[config.mk]
export PLATFORM = sky130hd
export DESIGN_NAME = inst_rom_arbiter
export DESIGN_NICKNAME = d
export VERILOG_FILES = /design/src/rtl/inst_rom_arbiter_pkg.sv /design/src/rtl/inst_rom_arbiter_pick.sv /design/src/rtl/inst_rom_arbiter.sv
export SDC_FILE = /design/constraint.sdc
export NUM_CORES = 1
export LEC_CHECK = 0
export CORE_ASPECT_RATIO = 0.6
export CORE_MARGIN = 1.5
export CORE_UTILIZATION = 35
export CTS_CLUSTER_SIZE = 24
export DETAILED_ROUTE_END_ITERATION = 10
export PLACE_DENSITY = 0.81
export REMOVE_ABC_BUFFERS = 1
export SKIP_LAST_GASP = 1
export SLEW_MARGIN = 20
export SYNTH_ARGS = -nofsm -noshare
export SYNTH_HDL_FRONTEND = slang
export SYNTH_HIERARCHICAL = 1
export SYNTH_SLANG_ARGS = --single-unit
[constraint.sdc]
create_clock -name clk -period 2.79 [get_ports clk]
set_input_delay 0.4185 -clock clk [delete_from_list [all_inputs] [get_ports clk]]
set_output_delay 0.4185 -clock clk [all_outputs]
set_load 0.005 [all_outputs]
[src/rtl/inst_rom_arbiter_pkg.sv]
// Shared definitions for the instruction ROM arbiter.
// Types, bus widths, ROM geometry and the address check helper.
package inst_rom_arbiter_pkg;

    localparam int InstAddrBus    = 32;
    localparam int InstBus        = 32;
    localparam int InstMemNum     = 131071;
    localparam int InstMemNumLog2 = 17;

    localparam logic [InstBus-1:0] ZeroWord = 32'h0000_0000;

    localparam logic ChipEnable  = 1'b1;
    localparam logic ChipDisable = 1'b0;

    typedef enum logic [1:0] {
        ArbIdle = 2'b00,
        ArbIf   = 2'b01,
        ArbDbg  = 2'b10
    } arb_state_e;

    typedef logic [3:0] arb_wait_t;

    // Misaligned word access or word index beyond the ROM depth.
    function automatic logic addr_bad(input logic [InstAddrBus-1:0] a);
        logic [InstAddrBus-3:0] word_idx;
        word_idx = a[InstAddrBus-1:2];
        return (a[1:0] != 2'b00) ||
               (word_idx >= (InstAddrBus-2)'(InstMemNum));
    endfunction

endpackage

[src/rtl/inst_rom_arbiter_pick.sv]
// Combinational grant picker for the instruction ROM arbiter.
// INST_ARB_RR_EN selects round-robin instead of fixed IF priority.
module inst_arb_pick
    import inst_rom_arbiter_pkg::*;
#(
    parameter int unsigned MAX_WAIT = 4
) (
    input  logic       if_req,
    input  logic       dbg_req,
    input  arb_state_e state,
    input  arb_wait_t  wait_cnt,
    output logic       if_gnt,
    output logic       dbg_gnt
);

    logic dbg_first;

`ifdef INST_ARB_RR_EN
    // The counter is held at zero in round-robin mode.
    logic unused_wait;
    assign unused_wait = ^wait_cnt;
    assign dbg_first   = (state == ArbIf);
`else
    logic unused_state;
    assign unused_state = ^state;
    assign dbg_first    = (wait_cnt == arb_wait_t'(MAX_WAIT));
`endif

    // Resolve the request pair into a one-hot (or empty) grant.
    always_comb begin
        if_gnt  = 1'b0;
        dbg_gnt = 1'b0;
        case ({if_req, dbg_req})
            2'b11: begin
                if_gnt  = ~dbg_first;
                dbg_gnt = dbg_first;
            end
            2'b10:   if_gnt  = 1'b1;
            2'b01:   dbg_gnt = 1'b1;
            default: ;
        endcase
    end

endmodule

[src/rtl/inst_rom_arbiter.sv]
// Shares the instruction ROM between the fetch (IF) and debug (DBG) ports.
// Build option: INST_ARB_RR_EN switches contention to round-robin.
module inst_rom_arbiter
    import inst_rom_arbiter_pkg::*;
#(
    parameter int unsigned MAX_WAIT = 4
) (
    input  logic                   clk,
    input  logic                   rst,

    input  logic                   if_req,
    input  logic [InstAddrBus-1:0] if_addr,
    output logic                   if_gnt,
    output logic                   if_rvalid,
    output logic [InstBus-1:0]     if_inst,
    output logic                   if_err,
    output logic                   stallreq,

    input  logic                   dbg_req,
    input  logic [InstAddrBus-1:0] dbg_addr,
    output logic                   dbg_gnt,
    output logic                   dbg_rvalid,
    output logic [InstBus-1:0]     dbg_inst,
    output logic                   dbg_err,

    output logic                   rom_ce,
    output logic [InstAddrBus-1:0] rom_addr,
    input  logic [InstBus-1:0]     rom_inst
);

    arb_state_e state_q, state_d;
    arb_wait_t  wait_cnt_q, wait_cnt_d;

    logic               if_rvalid_q, if_rvalid_d;
    logic [InstBus-1:0] if_inst_q, if_inst_d;
    logic               if_err_q, if_err_d;

    logic               dbg_rvalid_q, dbg_rvalid_d;
    logic [InstBus-1:0] dbg_inst_q, dbg_inst_d;
    logic               dbg_err_q, dbg_err_d;

    logic                   pick_if, pick_dbg;
    logic                   any_gnt;
    logic [InstAddrBus-1:0] sel_addr;
    logic                   sel_bad;
    logic [InstBus-1:0]     rsp_word;

    inst_arb_pick #(
        .MAX_WAIT (MAX_WAIT)
    ) u_pick (
        .if_req   (if_req),
        .dbg_req  (dbg_req),
        .state    (state_q),
        .wait_cnt (wait_cnt_q),
        .if_gnt   (pick_if),
        .dbg_gnt  (pick_dbg)
    );

    // Grants, stall and ROM drive; everything is held quiet during reset.
    always_comb begin
        if_gnt   = rst & pick_if;
        dbg_gnt  = rst & pick_dbg;
        any_gnt  = if_gnt | dbg_gnt;
        stallreq = rst & if_req & ~if_gnt;
        sel_addr = if_gnt ? if_addr : dbg_addr;
        sel_bad  = addr_bad(sel_addr);
        rom_ce   = ChipDisable;
        rom_addr = '0;
        if (any_gnt && !sel_bad) begin
            rom_ce   = ChipEnable;
            rom_addr = sel_addr;
        end
        rsp_word = sel_bad ? ZeroWord : rom_inst;
    end

    // Next state, starvation counter and response registers.
    always_comb begin
        state_d = ArbIdle;
        if (if_gnt) begin
            state_d = ArbIf;
        end else if (dbg_gnt) begin
            state_d = ArbDbg;
        end

        wait_cnt_d = '0;
`ifndef INST_ARB_RR_EN
        if (dbg_req && !dbg_gnt) begin
            if (wait_cnt_q == arb_wait_t'(MAX_WAIT)) begin
                wait_cnt_d = wait_cnt_q;
            end else begin
                wait_cnt_d = wait_cnt_q + 4'd1;
            end
        end
`endif

        if_rvalid_d = if_gnt;
        if_err_d    = if_gnt & sel_bad;
        if_inst_d   = if_gnt ? rsp_word : if_inst_q;

        dbg_rvalid_d = dbg_gnt;
        dbg_err_d    = dbg_gnt & sel_bad;
        dbg_inst_d   = dbg_gnt ? rsp_word : dbg_inst_q;
    end

    // FSM, counter and registered outputs with synchronous reset.
    always_ff @(posedge clk) begin
        if (!rst) begin
            state_q      <= ArbIdle;
            wait_cnt_q   <= '0;
            if_rvalid_q  <= 1'b0;
            if_inst_q    <= ZeroWord;
            if_err_q     <= 1'b0;
            dbg_rvalid_q <= 1'b0;
            dbg_inst_q   <= ZeroWord;
            dbg_err_q    <= 1'b0;
        end else begin
            state_q      <= state_d;
            wait_cnt_q   <= wait_cnt_d;
            if_rvalid_q  <= if_rvalid_d;
            if_inst_q    <= if_inst_d;
            if_err_q     <= if_err_d;
            dbg_rvalid_q <= dbg_rvalid_d;
            dbg_inst_q   <= dbg_inst_d;
            dbg_err_q    <= dbg_err_d;
        end
    end

    // A reset landing right after a grant cancels the pending response.
    assign if_rvalid  = if_rvalid_q & rst;
    assign if_err     = if_err_q & rst;
    assign if_inst    = if_inst_q;
    assign dbg_rvalid = dbg_rvalid_q & rst;
    assign dbg_err    = dbg_err_q & rst;
    assign dbg_inst   = dbg_inst_q;

endmodule
==> summary.md <==
| Metric | Value |
|---|---|
| Status | finished, violations left |
| Violated checks | negative setup slack |
| GP Congestion | 0.926 |
| DR WL/cell | 18.3 um |
| Top Ports | 204 |
| Post-route setup slack | -0.223 ns |
| WP depth | 12 |
| Number of global-route vias before repair | 3129 |
| CTS max path bufs | 2 |
| Slew Limit Fails | 0 |
| Clock transition at path regs | 0.05 ns |
| Comb power frac | 10.7% |
| Final #Nets | 591 |
| Initial antenna violation count | 0 |
| TritonCTS Buffers | 9 |
| Share of layout cells above drive strength 1 | 20.9% |
| Total internal power | 2030 uW |
| Post-Layout Cell Count | 602 |
| Synthesized area | 0.00283 mm2 |
| Tcrit/Tclk final | 108% |
| Vias per cell | 5.00 |
| R2r worst-path depth | 12 |
| Slowest-stage cell, CP | or4b_4 |
| Ys Warns | 6 |
| # hold bufs at CTS | 0 |
| Arrival time at the worst endpoint | 2.59 ns |
| Hold Fails Final Rpt | 0 |
| PwrDens | 466 mW/mm2 |
| Core footprint | 0.00785 mm2 |
| Die width | 119 um |
| Clk sinks | 72 |
| DRC viols | 0 |
| Global-route wire length before repair | 16.8 mm |
| Peak Freq | 332 MHz |
| Final WL | 11.0 mm |
| Clock latency on the worst-skew pair | 0.32 ns |
| RSZ-0062 raised after global routing | true |
| H-tree Lvls | 3 |
| Buffers on Ports | 188 |
| Critical path start-end classification | reg2out |
| DR pass1 iterations | 4 |
| Total die area | 0.00866 mm2 |
| Syn Inst Count | 274 |
| Worst-path maximum fanout | 5 |
| Antenna diodes | 0 |
| Via count | 3011 |
| Finished Core Util | 69.9% |
| Crit-path leading delay family | simple AND/OR/NAND/NOR gates |
| Reg power frac | 40.4% |
| Gr ovfl total | 0 |
| CTS tree | done |
| Crit-path cells | or4b_4 > o21a_1 > nand2_2 > buf_6 > inv_8 > nor3_4 > o22ai_4 > o21ai_4 > buf_6 > buf_12 > nor2_1 > buf_2 |
| Switching power | 530 uW |
| CTS root buffer | clkbuf_16 |
| Largest net degree at the start of global routing | 33 |
| Data required time at the worst endpoint | 2.37 ns |
| WP buf/inv | 5 |
| Worst VDD drop | 0.000399 V |
| DP HPWL | 7.78 mm |
| CP startpoint kind | flip-flop |
| Total Routing Usage GR | 24.9% |
| Rows | 25 |
| Crit path capture type | primary output |
| Clk network pwr share | 48.8% |
| Hold Path Cell Cnt | 1 |
| DRT antenna net count | 0 |
| Starting Density | 36.1% |
| Hold Path Class | reg2reg |
| Initial DRC Count | 180 |
| Placed Cells | 571 |
| Average cell area after synthesis | 10.3 um2 |
| Die height | 72.7 um |
| Skew final | 0.00497 ns |
| Crit-path most repeated cell | buf_6 |
| Crit-path max cell delay | 0.54 ns |
| Setup-failing EPs final | 19 |
| Layout area overhead | 93.9% |
| Sw Ratio | 20.8% |
| Max_cap viols | 0 |
| Cell leakage power | 0.00217 uW |
| Final worst path period need | 3.01 ns |
power by group through the flow:
stage	logic (uW)	clock network, uW	registers [uW]
finish	274	1250	1030
global route	290	1320	1030
floorplan	48.6	0	1060
global placement	246	0	1060
CTS	265	1260	1030
detailed placement	251	0	1060
sequential cells by signal (all words and copies together) (netlist names):
signal,count
dbg_rvalid_q,1
if_err_q,1
wait_cnt_q,4
dbg_inst,32
dbg_err_q,1
if_inst,32
state_q,1
layout make-up:
type	instances	area [um2]
fill	596	2360
timing repair buffer	224	2170
sequential	72	1440
multi-input combinational	175	1380
clock buffer	11	253
tap	108	135
clock inverter	5	78.8
inverter	7	33.8
layout by cell type (no fill, tap or decap), drive strengths merged, types with 2 or more instances in the layout:
cell type,count
a21oi,4
a22o,64
a22oi,16
and2,8
buf,54
bufinv,2
clkbuf,11
clkdlybuf4s50,169
clkinv,3
conb,15
dfxtp,72
ha,2
inv,7
nand2,5
nand3,5
nand4,8
nor2,21
nor2b,2
nor3,6
nor4,7
o211a,2
o21ai,2
metal layers:
layer / part of all wire, % / GRT usage, %
met1: 46 / 34.7
met2: 46 / 39.2
met3: 6.9 / 5.70
met4: 1.0 / 6.56
met5: 0 / 0
per-stage QoR:
stage                     instance area [um2]  TNS [ns]  hold slack (ns)  power (uW)  setup slack (ns)
after floorplan                          2650    -0.977            0.475        1100           -0.0741
after global placement                   4860     -6.20            0.460        1300            -0.267
after detailed placement                 4860     -9.79            0.463        1310            -0.413
after CTS                                5430     -5.11            0.481        2560            -0.261
after global routing                     5490     -5.38            0.505        2640            -0.311
final                                    5490     -3.69            0.475        2560            -0.223
final timing paths:
path | from | slack (ns) | to
max | wait_cnt_q[0] | -0.22 | rom_addr[6]
min | if_inst[12] | 0.47 | if_inst[12]
max reg2reg | wait_cnt_q[0] | 0.11 | if_inst[11]
min reg2reg | if_inst[12] | 0.47 | if_inst[12]
timing repair:
item,in CTS,in global routing
gates cloned,4,0
pin swaps,21,5
resized for setup,106,15
endpoints found under the setup margin,29,52
buffers inserted,11,0
(Power assumes the default switching activity.)
